==> src/rtl/audiodac_ds_decim.sv <==
// Third-order CIC decimator that turns a 1-bit delta-sigma stream into 16-bit PCM,
// with a ready/ack output handshake and a sticky overrun flag.
module audiodac_ds_decim (
  input  logic        clk_i,
  input  logic        rst_n_i,
  input  logic        en_i,
  input  logic [1:0]  osr_i,
  input  logic        ds_i,
  output logic [15:0] data_o,
  output logic        rdy_o,
  input  logic        ack_i,
  output logic        ovr_o
);

  typedef enum logic [1:0] {
    ST_IDLE  = 2'd0,
    ST_FLUSH = 2'd1,
    ST_RUN   = 2'd2
  } state_e;

  state_e      state_q;
  logic [1:0]  osr_q;
  logic [7:0]  cnt_q;
  logic        flush_q;
  logic [24:0] int1_q, int2_q, int3_q;
  logic [24:0] dly1_q, dly2_q, dly3_q;
  logic [15:0] data_q;
  logic        rdy_q;
  logic        ovr_q;

  logic [24:0]        step_d;
  logic [24:0]        int1_d, int2_d, int3_d;
  logic [24:0]        diff1_d, diff2_d, diff3_d;
  logic signed [24:0] scaled_d;
  logic [7:0]         cnt_max_d;
  logic               tick_d;
  logic [15:0]        pcm_d;

  function automatic logic [15:0] sat16(input logic signed [24:0] v);
    logic [15:0] r;
    if (v > 25'sd32767) begin
      r = 16'h7FFF;
    end else if (v < 25'sh1FF_8000) begin
      r = 16'h8000;
    end else begin
      r = v[15:0];
    end
    return r;
  endfunction

  // Filter datapath: integrators see the current input bit so a tick includes it.
  always_comb begin
    step_d  = ds_i ? 25'h000_0001 : 25'h1FF_FFFF;
    int1_d  = int1_q + step_d;
    int2_d  = int2_q + int1_d;
    int3_d  = int3_q + int2_d;
    diff1_d = int3_d - dly1_q;
    diff2_d = diff1_d - dly2_q;
    diff3_d = diff2_d - dly3_q;
    case (osr_q)
      2'd0: begin
        cnt_max_d = 8'd31;
        scaled_d  = $signed(diff3_d);
      end
      2'd1: begin
        cnt_max_d = 8'd63;
        scaled_d  = $signed(diff3_d) >>> 3;
      end
      2'd2: begin
        cnt_max_d = 8'd127;
        scaled_d  = $signed(diff3_d) >>> 6;
      end
      2'd3: begin
        cnt_max_d = 8'd255;
        scaled_d  = $signed(diff3_d) >>> 9;
      end
      default: begin
        cnt_max_d = 8'd31;
        scaled_d  = $signed(diff3_d);
      end
    endcase
    tick_d = (cnt_q == cnt_max_d);
    pcm_d  = sat16(scaled_d);
  end

  // Control FSM, filter state and registered handshake outputs.
  always_ff @(posedge clk_i or negedge rst_n_i) begin
    if (!rst_n_i) begin
      state_q <= ST_IDLE;
      osr_q   <= 2'd0;
      cnt_q   <= 8'd0;
      flush_q <= 1'b0;
      int1_q  <= 25'd0;
      int2_q  <= 25'd0;
      int3_q  <= 25'd0;
      dly1_q  <= 25'd0;
      dly2_q  <= 25'd0;
      dly3_q  <= 25'd0;
      data_q  <= 16'd0;
      rdy_q   <= 1'b0;
      ovr_q   <= 1'b0;
    end else if (!en_i) begin
      state_q <= ST_IDLE;
      osr_q   <= 2'd0;
      cnt_q   <= 8'd0;
      flush_q <= 1'b0;
      int1_q  <= 25'd0;
      int2_q  <= 25'd0;
      int3_q  <= 25'd0;
      dly1_q  <= 25'd0;
      dly2_q  <= 25'd0;
      dly3_q  <= 25'd0;
      data_q  <= 16'd0;
      rdy_q   <= 1'b0;
      ovr_q   <= 1'b0;
    end else begin
      case (state_q)
        ST_IDLE: begin
          state_q <= ST_FLUSH;
          osr_q   <= osr_i;
        end
        ST_FLUSH, ST_RUN: begin
          int1_q <= int1_d;
          int2_q <= int2_d;
          int3_q <= int3_d;
          if (tick_d) begin
            cnt_q  <= 8'd0;
            dly1_q <= int3_d;
            dly2_q <= diff1_d;
            dly3_q <= diff2_d;
            // The first two results still carry the start-up transient.
            if (state_q == ST_FLUSH) begin
              if (flush_q) begin
                state_q <= ST_RUN;
              end else begin
                flush_q <= 1'b1;
              end
            end else if (!rdy_q || ack_i) begin
              data_q <= pcm_d;
              rdy_q  <= 1'b1;
            end else begin
              ovr_q <= 1'b1;
            end
          end else begin
            cnt_q <= cnt_q + 8'd1;
            if (ack_i) begin
              rdy_q <= 1'b0;
            end else begin
              rdy_q <= rdy_q;
            end
          end
        end
        default: begin
          state_q <= ST_IDLE;
        end
      endcase
    end
  end

  assign data_o = data_q;
  assign rdy_o  = rdy_q;
  assign ovr_o  = ovr_q;

endmodule
==> config.mk <==
export PLATFORM = sky130hd
export DESIGN_NAME = audiodac_ds_decim
export DESIGN_NICKNAME = d
export VERILOG_FILES = /design/src/rtl/audiodac_ds_decim.sv
export SDC_FILE = /design/constraint.sdc
export NUM_CORES = 1
export LEC_CHECK = 0
export ABC_AREA = 1
export CAP_MARGIN = 40
export CORE_ASPECT_RATIO = 2
export CORE_MARGIN = 2
export CORE_UTILIZATION = 54
export DETAILED_ROUTE_END_ITERATION = 8
export PLACE_DENSITY = 0.74
export SLEW_MARGIN = 10
export SYNTH_ARGS = -nofsm -noshare
export SYNTH_HDL_FRONTEND = slang
export SYNTH_SLANG_ARGS = --single-unit
==> constraint.sdc <==
create_clock -name clk_i -period 10.9 [get_ports clk_i]
set_clock_uncertainty 0.2 [all_clocks]
set_input_delay 1.635 -clock clk_i [delete_from_list [all_inputs] [get_ports clk_i]]
set_output_delay 1.635 -clock clk_i [all_outputs]
set_load 0.02 [all_outputs]
==> impl_metrics.py, run 1 <==
metrics = {
    "routing": {
        "drc_errors": 0,
        "firstDrtPassIters": 6,
        "ant_nets": 0,
        "via_per_inst": 5.51,
        "drt-total-wl_um": 34100,
        "first_iter_violations": 717,
        "routedWlPerCell_um": 15.0,
        "num_vias": 12600,
    },
    "synthesis": {
        "synthMuxAreaShare_pct": 0,
        "synth.yosys.seq_area_share_pct": 31.9,
        "ys_seq_elements": 181,
        "synth_fa_ha_area_share_pct": 14.6,
        "synth_compound_area_share_pct": 18.6,
        "yosysWarningCount": 0,
        "yosys.area_share.simple_pct": 18.6,
        "yosys.cell_types.count": 59,
        "avgSynthCellArea_um2": 7.71,
        "syn_inst": 1843,
        "synth_top_family_by_area": "compound AO/OA/AOI/OAI gates",
        "syn_nets": 2012,
        "synth_area_mm2": 0.0142,
        "synth_edf_count": 0,
        "async_reset_ff_share_pct": 100,
        "synth_ff_type": "dfrtp_1",
        "synth_xor_area_share_pct": 8.45,
    },
    "setup_path": {
        "cp-start-kind": "input port",
        "crit_type": "in -> reg",
        "cp_max_fo": 15,
        "end_kind": "register",
        "worstPathRequired_ps": 11050,
        "cpMostUsedCell": "nand2_1",
        "critPathSlowestCell": "clkdlybuf4s50_1",
        "critPathMaxStageDelay_ps": 500,
        "crit_arrival_ps": 10420,
        "r2r_cells": 58,
    },
    "outcome": {
        "status": "finished clean",
    },
    "timing": {
        "finalSetupViolCount": 0,
        "slew-limit-headroom_pct": 39.6,
        "fmax_mhz": 97.3,
        "min_period_ps": 10280,
        "final_hold_viol_count": 0,
        "setup_ws_ps": 622,
        "slew_viol_final": 0,
        "timing.final.crit_share_pct": 94.3,
        "tightest_slew_ps": 906,
        "holdWs_ps": 282,
    },
    "global_routing": {
        "antenna_found_initial": 0,
        "grt_pass1_vias": 11800,
        "grt_max_degree": 76,
        "track_usage_pct": 24.5,
        "overflow": 0,
        "grt_pass1_wl_um": 56000,
    },
    "finish": {
        "diodes": 0,
        "nNetsFinal": 2090,
        "fillers": 2301,
        "drive_gt1_share_pct": 11.9,
        "area_growth_pct": 15.5,
        "finalInstanceArea_mm2": 0.0164,
    },
    "placement": {
        "io_buffers": 24,
        "post_dp_cell_area_mm2": 0.0152,
        "routabilityCongestion": 0.910,
        "dpl_worst_slack_ps": -254,
        "dpl.hpwl_um": 24200,
    },
    "cts": {
        "cts_tree": "yes",
        "cts_root_buf": "clkbuf_16",
        "clk_pin_slew_ps": 70,
        "clk_path_buf_depth": 2,
        "clk_latency_ps": 460,
        "numCtsBuffers": 17,
        "hold_buffers": 0,
        "cts.sinks": 181,
        "htreeDepth": 4,
    },
    "min_path": {
        "holdPathStages": 2,
        "hp-class": "reg -> reg",
    },
    "flow_run": {
        "cap_violations": 0,
    },
    "floorplan": {
        "rows": 84,
        "io_pins": 25,
        "coreArea_mm2": 0.0261,
        "die_w_um": 119,
        "start_util_pct": 54.5,
        "die_h_um": 233,
        "die-area_mm2": 0.0277,
    },
}
## synthesized netlist by cell type (6+ instances only)
cell type | instances | share of area [%]
or2_2 | 7 | 0.31
nand2_1 | 437 | 12
o21bai_1 | 9 | 0.48
buf_1 | 6 | 0.16
a21oi_1 | 140 | 4.9
clkbuf_1 | 30 | 0.79
a22o_1 | 36 | 2.2
nor3_1 | 19 | 0.67
nand3_2 | 6 | 0.42
a21o_1 | 7 | 0.37
o211ai_1 | 7 | 0.37
o21ai_0 | 136 | 4.8
o31ai_1 | 6 | 0.32
nand2_2 | 12 | 0.53
o21a_1 | 6 | 0.32
nor2_1 | 54 | 1.4
xnor2_1 | 39 | 2.4
o22ai_1 | 42 | 1.8
nand4_1 | 8 | 0.35
xor2_1 | 98 | 6.0
nand3_1 | 68 | 2.4
dfrtp_1 | 181 | 32
inv_1 | 250 | 6.6
fa_1 | 6 | 0.85
a31oi_1 | 12 | 0.53
ha_1 | 156 | 14
## critical path: cells and delay by family
family                     cells  cell delay (ps)
xor gates and xnor gates       6             1090
AOI/OAI and AO/OA             15             2310
adders and majority gates      6             1780
and+or+nand+nor               20             1780
buffers and inverters         12             1790
## stage by stage
stage                     utilization (%)  std cells  setup TNS (ps)
after floorplan                         -       1843               0
after global placement               58.3       2232            -747
after detailed placement             58.4       2234           -3650
after CTS                            60.7       2266               0
after global routing                 63.0       2278           -1220
final                                63.0       2278               0
## per-layer routing
layer	wire [um]	vias up	track usage, %	part of all wire, %
met5	0	-	0	0
met4	485	0	6.96	1.4
met1	15400	5990	32.1	45
met2	17000	236	41.9	50
met3	1200	34	3.74	3.5
li1	-	6303	-	-
## path summary, 6_finish.rpt
kind,startpoint,end,slack (ps)
worst max-delay path,ds_i,data_o[2],620
worst min-delay path,data_o[14],data_o[14],280
worst max register to register,int1_q[1],data_o[2],2010
worst min register to register,data_o[14],data_o[14],280
max in group asynchronous,rst_n_i,int1_q[21],8340
min in group asynchronous,rst_n_i,data_o[15],940
## cell usage in the layout, fill, tap and decap left out, types with 18 or more instances in the layout
cell,instances
nand2_1,434
inv_1,247
dfrtp_1,181
ha_1,142
a21oi_1,124
o21ai_0,124
xor2_1,79
buf_4,73
nand3_1,64
nor2_1,49
o22ai_1,42
a22o_1,36
xnor2_1,35
clkdlybuf4s50_1,23
a21oi_2,18
## state kept, by name, summed over array words and instances (netlist names)
register and cells:
int3_q 25, rdy_o 1, flush_q 1, osr_q 2, dly2_q 25, int2_q 25
int1_q 25, data_o 16, dly3_q 25, cnt_q 8, state_q 2, dly1_q 25
ovr_o 1
## timing repair
item	4_1_cts	5_1_grt
buffers inserted	0	11
endpoints found under the setup margin	0	16
gates resized for setup	0	96
## cell type report
class | instances | area [um2] | share of cell area [%]
multi-input combinational | 1367 | 9050 | 55.2
timing repair buffer | 99 | 837 | 5.10
inverter | 255 | 957 | 5.83
tap | 344 | 430 | 2.62
clock buffer | 22 | 484 | 2.95
clock inverter | 10 | 120 | 0.732
sequential | 181 | 4530 | 27.6
## kinds of logic after synthesis
logic type	count (synthesis)
adders and majority gates	162
and+or+nand+nor	627
AOI/OAI and AO/OA	441
DFF	181
xor gates and xnor gates	137
buffers and inverters	295
Power of run 1 is not shown: default switching activity piles up to over one toggle a cycle in this logic, so the estimate is an artifact.
==> run 2, diff against run 1 <==
- CAP_MARGIN: 40 -> not set
- CORE_UTILIZATION: 54 -> 39
- PLACE_DENSITY: 0.74 -> 0.57
- SLEW_MARGIN: 10 -> not set
==> run 2 against run 1 <==
Against the previous run:
- first-iteration DRC count is 43% lower
- via count up 7.4%
- register-to-register slack worse by 340 ps
- final cell count increased by 15%
- wire length rose by 17%
- critical endpoint is now data_o[13]
- highest routed layer unchanged
==> impl_metrics.py, run 2 (synthesis results as in run 1) <==
metrics = {
    "finish": {
        "final_cell_mix": "435 x nand2_1, 315 x buf_4, 248 x inv_1",
        "stdcell_count": 2627,
        "seqCellArea_mm2": 0.00453,
        "final_common_cell": "nand2_1",
        "area_growth_pct": 29.5,
        "nNetsFinal": 2333,
        "diodes": 0,
        "multi_input_area_mm2": 0.00908,
        "drive_gt1_share_pct": 21.8,
        "fillers": 3450,
    },
    "timing": {
        "slew_viol_final": 0,
        "final_hold_viol_count": 0,
        "slew-limit-headroom_pct": 36.5,
        "min_period_ps": 10300,
        "tightest_slew_ps": 953,
        "finalSetupViolCount": 0,
        "fmax_mhz": 97.0,
        "timing.final.crit_share_pct": 94.5,
        "rsz0062_at_grt": "no",
    },
    "floorplan": {
        "io_pins": 25,
        "die-area_mm2": 0.0381,
        "start_util_pct": 39.7,
        "rows": 98,
        "die_h_um": 274,
        "coreArea_mm2": 0.0358,
        "die_w_um": 139,
    },
    "setup_path": {
        "critPathMaxStageDelay_ps": 380,
        "worstPathRequired_ps": 11040,
        "crit_arrival_ps": 10450,
        "cp_max_fo": 7,
        "critPathSlowestCell": "ha_2",
        "crit_type": "in -> reg",
        "end_kind": "register",
        "cpMostUsedCell": "nand2_1",
        "cp-start-kind": "input port",
    },
    "routing": {
        "firstDrtPassIters": 5,
        "drt-total-wl_um": 39900,
        "routedWlPerCell_um": 15.2,
        "first_iter_violations": 410,
        "ant_nets": 0,
        "num_vias": 13500,
        "via_per_inst": 5.14,
        "drc_errors": 0,
    },
    "outcome": {
        "status": "finished clean",
    },
    "placement": {
        "io_buffers": 24,
        "routabilityCongestion": 0.912,
        "dp.cells": 2579,
        "dpl.hpwl_um": 30100,
    },
    "cts": {
        "clk_path_buf_depth": 2,
        "clk_pin_slew_ps": 70,
        "numCtsBuffers": 17,
        "clk_latency_ps": 450,
        "cts_root_buf": "clkbuf_16",
        "htreeDepth": 4,
        "cts.sinks": 181,
        "cts_tree": "yes",
    },
    "global_routing": {
        "grt_max_degree": 76,
        "grt_pass1_vias": 14300,
        "track_usage_pct": 21.1,
        "antenna_found_initial": 0,
        "overflow": 0,
        "grt_pass1_wl_um": 65600,
    },
    "min_path": {
        "hp-class": "reg -> reg",
    },
    "flow_run": {
        "cap_violations": 0,
    },
}
==> run 2: timing repair <==
action | CTS | global route
endpoints found under the setup margin | 15 | 16
cloned | 0 | 2
pin swaps | 7 | 35
gates resized for setup | 21 | 83
hold buffers | 0 | 0
setup buffers | 4 | 10
==> run 2: per-stage QoR <==
step	TNS, ps	cell area [um2]	hold WS (ps)	setup slack [ps]	utilization [%]
2_1_floorplan	0	14200	252	791	-
3_3_place_gp	-17250	17100	263	-1150	47.9
5_1_grt	0	18400	295	13.1	51.4
6_report	0	18400	277	596	51.4
4_1_cts	0	17900	284	41.5	49.9
3_5_place_dp	-18450	17100	264	-1230	47.9
==> run 2: routing by layer <==
layer	part of all wire (%)	vias to the layer above	track usage [%]
met1	35	6362	19.7
met5	0	-	0
met3	1.7	111	2.53
li1	-	6792	-
met2	58	233	44.3
met4	5.0	0	9.78
==> run 2: worst max-delay path, delay by kind of cell <==
family / cells / cell delay, ps
AO/OA/AOI/OAI: 18 / 2720
buffers and inverters: 12 / 1520
adder cells (fa/ha/maj): 6 / 1920
AND/OR/NAND/NOR: 15 / 1730
XOR/XNOR: 6 / 900
==> run 2: cell type report <==
type	count	share of cell area [%]
clock buffer	19	2.41
clock inverter	13	0.932
inverter	255	5.22
multi-input combinational	1368	49.4
timing repair buffer	341	14.4
tap	450	3.06
sequential	181	24.6
==> run 2: final timing paths <==
path,slack [ps],cells past startpoint,startpoint,to
worst max-delay path,600,57,ds_i,data_o[13]
worst min-delay path,280,2,data_o[3],data_o[3]
worst max register to register,1670,52,int1_q[0],data_o[13]
worst min register to register,280,2,data_o[3],data_o[3]
max in group asynchronous,7530,3,rst_n_i,dly1_q[3]
min in group asynchronous,990,1,rst_n_i,dly3_q[20]
Power of run 2 is left out for the same reason.
==> run 3, diff against run 2 <==
- ABC_AREA: 1 -> not set
- HOLD_SLACK_MARGIN: not set -> 0.15
- TNS_END_PERCENT: not set -> 30
==> run 3 against run 2 <==
Against the previous run:
- first-iteration DRC count increased by 15%
- non-clock buffer count increased by 96
- fmax decreased by 1.4%
- final cell count decreased by 3.7%
- critical endpoint is now data_o[0]
- highest routed layer unchanged
==> impl_metrics.py, run 3 <==
metrics = {
    "outcome": {
        "status": "finished clean",
    },
    "placement": {
        "routabilityCongestion": 0.909,
        "dpl_worst_slack_ps": -963,
        "io_buffers": 24,
        "dpl.hpwl_um": 31400,
    },
    "synthesis": {
        "async_reset_ff_share_pct": 100,
        "synth_ff_type": "dfrtp_1",
        "yosysWarningCount": 0,
        "ys_top_cells_by_area": "dfrtp_1 30%, ha_1 13%, mux2i_1 5.0%",
        "synth_top_area_share_pct": 30.4,
        "synth.most_common_cell": "dfrtp_1",
        "synth_area_mm2": 0.0149,
        "synth.yosys.seq_area_share_pct": 30.4,
        "yosys.cell_types.count": 83,
        "syn_inst": 1651,
        "ys_seq_elements": 181,
        "synth_commonest_cells": "181 x dfrtp_1, 156 x ha_1, 124 x inv_1, 122 x a21oi_1, 94 x nor2b_1",
        "syn_nets": 1820,
        "synth_edf_count": 0,
        "synth_top_cell_by_area": "dfrtp_1",
        "avgSynthCellArea_um2": 9.03,
    },
    "timing": {
        "tns_ps": 0,
        "final_hold_viol_count": 0,
        "holdWs_ps": 286,
        "slew-limit-headroom_pct": 33.7,
        "tightest_slew_ps": 994,
        "setup_ws_ps": 447,
        "fmax_mhz": 95.7,
        "slew_viol_final": 0,
        "timing.final.crit_share_pct": 95.9,
        "finalSetupViolCount": 0,
        "min_period_ps": 10450,
    },
    "routing": {
        "firstDrtPassIters": 7,
        "ant_nets": 0,
        "drt-total-wl_um": 41600,
        "first_iter_violations": 472,
        "drc_errors": 0,
        "routedWlPerCell_um": 16.4,
        "num_vias": 13700,
        "via_per_inst": 5.40,
    },
    "setup_path": {
        "worstPathRequired_ps": 11040,
        "critPathSlowestCell": "fa_2",
        "r2r-end": "data_o[0]",
        "end_kind": "register",
        "critPathMaxStageDelay_ps": 350,
        "r2r_cells": 49,
        "rrSetupSlack_ps": 1470,
        "crit_type": "in -> reg",
        "cp-start-kind": "input port",
        "cp_max_fo": 9,
        "crit_arrival_ps": 10600,
        "reg2reg_from": "int1_q[1]",
    },
    "finish": {
        "final_cell_mix": "410 x buf_4, 181 x dfrtp_1, 146 x ha_1",
        "drive_gt1_share_pct": 27.4,
        "area_growth_pct": 33.3,
        "final_common_cell": "buf_4",
        "nNetsFinal": 2223,
        "diodes": 0,
    },
    "floorplan": {
        "die-area_mm2": 0.0399,
        "start_util_pct": 39.4,
        "die_w_um": 142,
        "io_pins": 25,
        "die_h_um": 280,
        "rows": 101,
        "coreArea_mm2": 0.0378,
    },
    "cts": {
        "clk_pin_slew_ps": 80,
        "numCtsBuffers": 17,
        "cts_root_buf": "clkbuf_16",
        "hold_buffers": 0,
        "clk_latency_ps": 450,
        "cts.sinks": 181,
        "cts_tree": "yes",
        "clk_path_buf_depth": 2,
        "htreeDepth": 4,
    },
    "global_routing": {
        "antenna_found_initial": 0,
        "overflow": 0,
        "grt_max_degree": 99,
        "grt_pass1_wl_um": 67600,
        "grt_pass1_vias": 14400,
        "track_usage_pct": 21.2,
    },
    "min_path": {
        "holdPathStages": 2,
        "min_from": "dly1_q[15]",
        "hp-class": "reg -> reg",
        "holdPathEnd": "dly1_q[15]",
    },
    "flow_run": {
        "cap_violations": 0,
    },
}
## run 3: cell types whose count changed in the layout (fill, tap and decap cells not counted), moves of 42 or more
cell	change
o21ai_0	-49
inv_1	-125
mux2i_1	+75
nor2b_1	+94
nand3_1	-42
buf_4	+95
nand2_1	-359
xor2_1	-51
## run 3: critical path: cells and delay by family
family | cells | cell delay (ps)
compound gates | 24 | 4280
fa+ha+maj | 6 | 1900
buf+inv | 8 | 1070
simple gates | 9 | 1030
xor+xnor | 5 | 680
## run 3: kinds of logic (layout without fill, tap and decap cells)
group	count (synthesis)	in the layout	share of synthesized area, %
AOI/OAI and AO/OA	501	502	23.0
and+or+nand+nor	416	416	14.5
DFF	181	181	30.4
buffers and inverters	180	594	4.63
adders and majority gates	162	162	13.9
xor gates and xnor gates	130	131	8.04
muxes	81	81	5.49
## run 3: what timing repair did
action	4_1_cts	5_1_grt
gates cloned	0	2
pin swaps	32	38
endpoints found under the hold margin	0	0
buffers inserted	14	13
gates resized for setup	43	77
endpoints found under the setup margin	16	16
## run 3: area by class of cell
class	count	area, um2
fillers	3453	17900
flip-flops and latches	181	4530
well taps	463	579
clock buffers	19	453
repair buffers	437	3350
multi-input cells	1292	10300
inverters	125	473
clock inverters	13	160
## run 3: how the worst max path moves through the flow
stage          start          to  slack [ps]  depth (start not counted)
4_1_cts         ds_i   data_o[2]         260                         49
3_5_place_dp    ds_i  data_o[13]        -960                         50
5_1_grt         ds_i   data_o[3]         -60                         53
6_report        ds_i   data_o[0]         450                         52
3_3_place_gp    ds_i   data_o[0]        -810                         49
2_1_floorplan   ds_i   data_o[6]          20                         50
## run 3: through the flow
stage	instances	util (%)	area, um2
5_1_grt	2530	52.6	19900
3_3_place_gp	2470	49.0	18500
6_report	2530	52.6	19900
4_1_cts	2516	51.4	19400
3_5_place_dp	2470	49.0	18500
2_1_floorplan	1651	-	15000
## run 3: layer usage
| metal | global-route usage (%) | up-vias | wire length (um) |
|---|---|---|---|
| met5 | 0 | - | 0 |
| met4 | 11.6 | 0 | 2270 |
| met3 | 2.30 | 103 | 640 |
| met2 | 43.8 | 196 | 23900 |
| met1 | 19.2 | 6596 | 14800 |
| li1 | - | 6770 | - |
Power of run 3 is left out for the same reason.
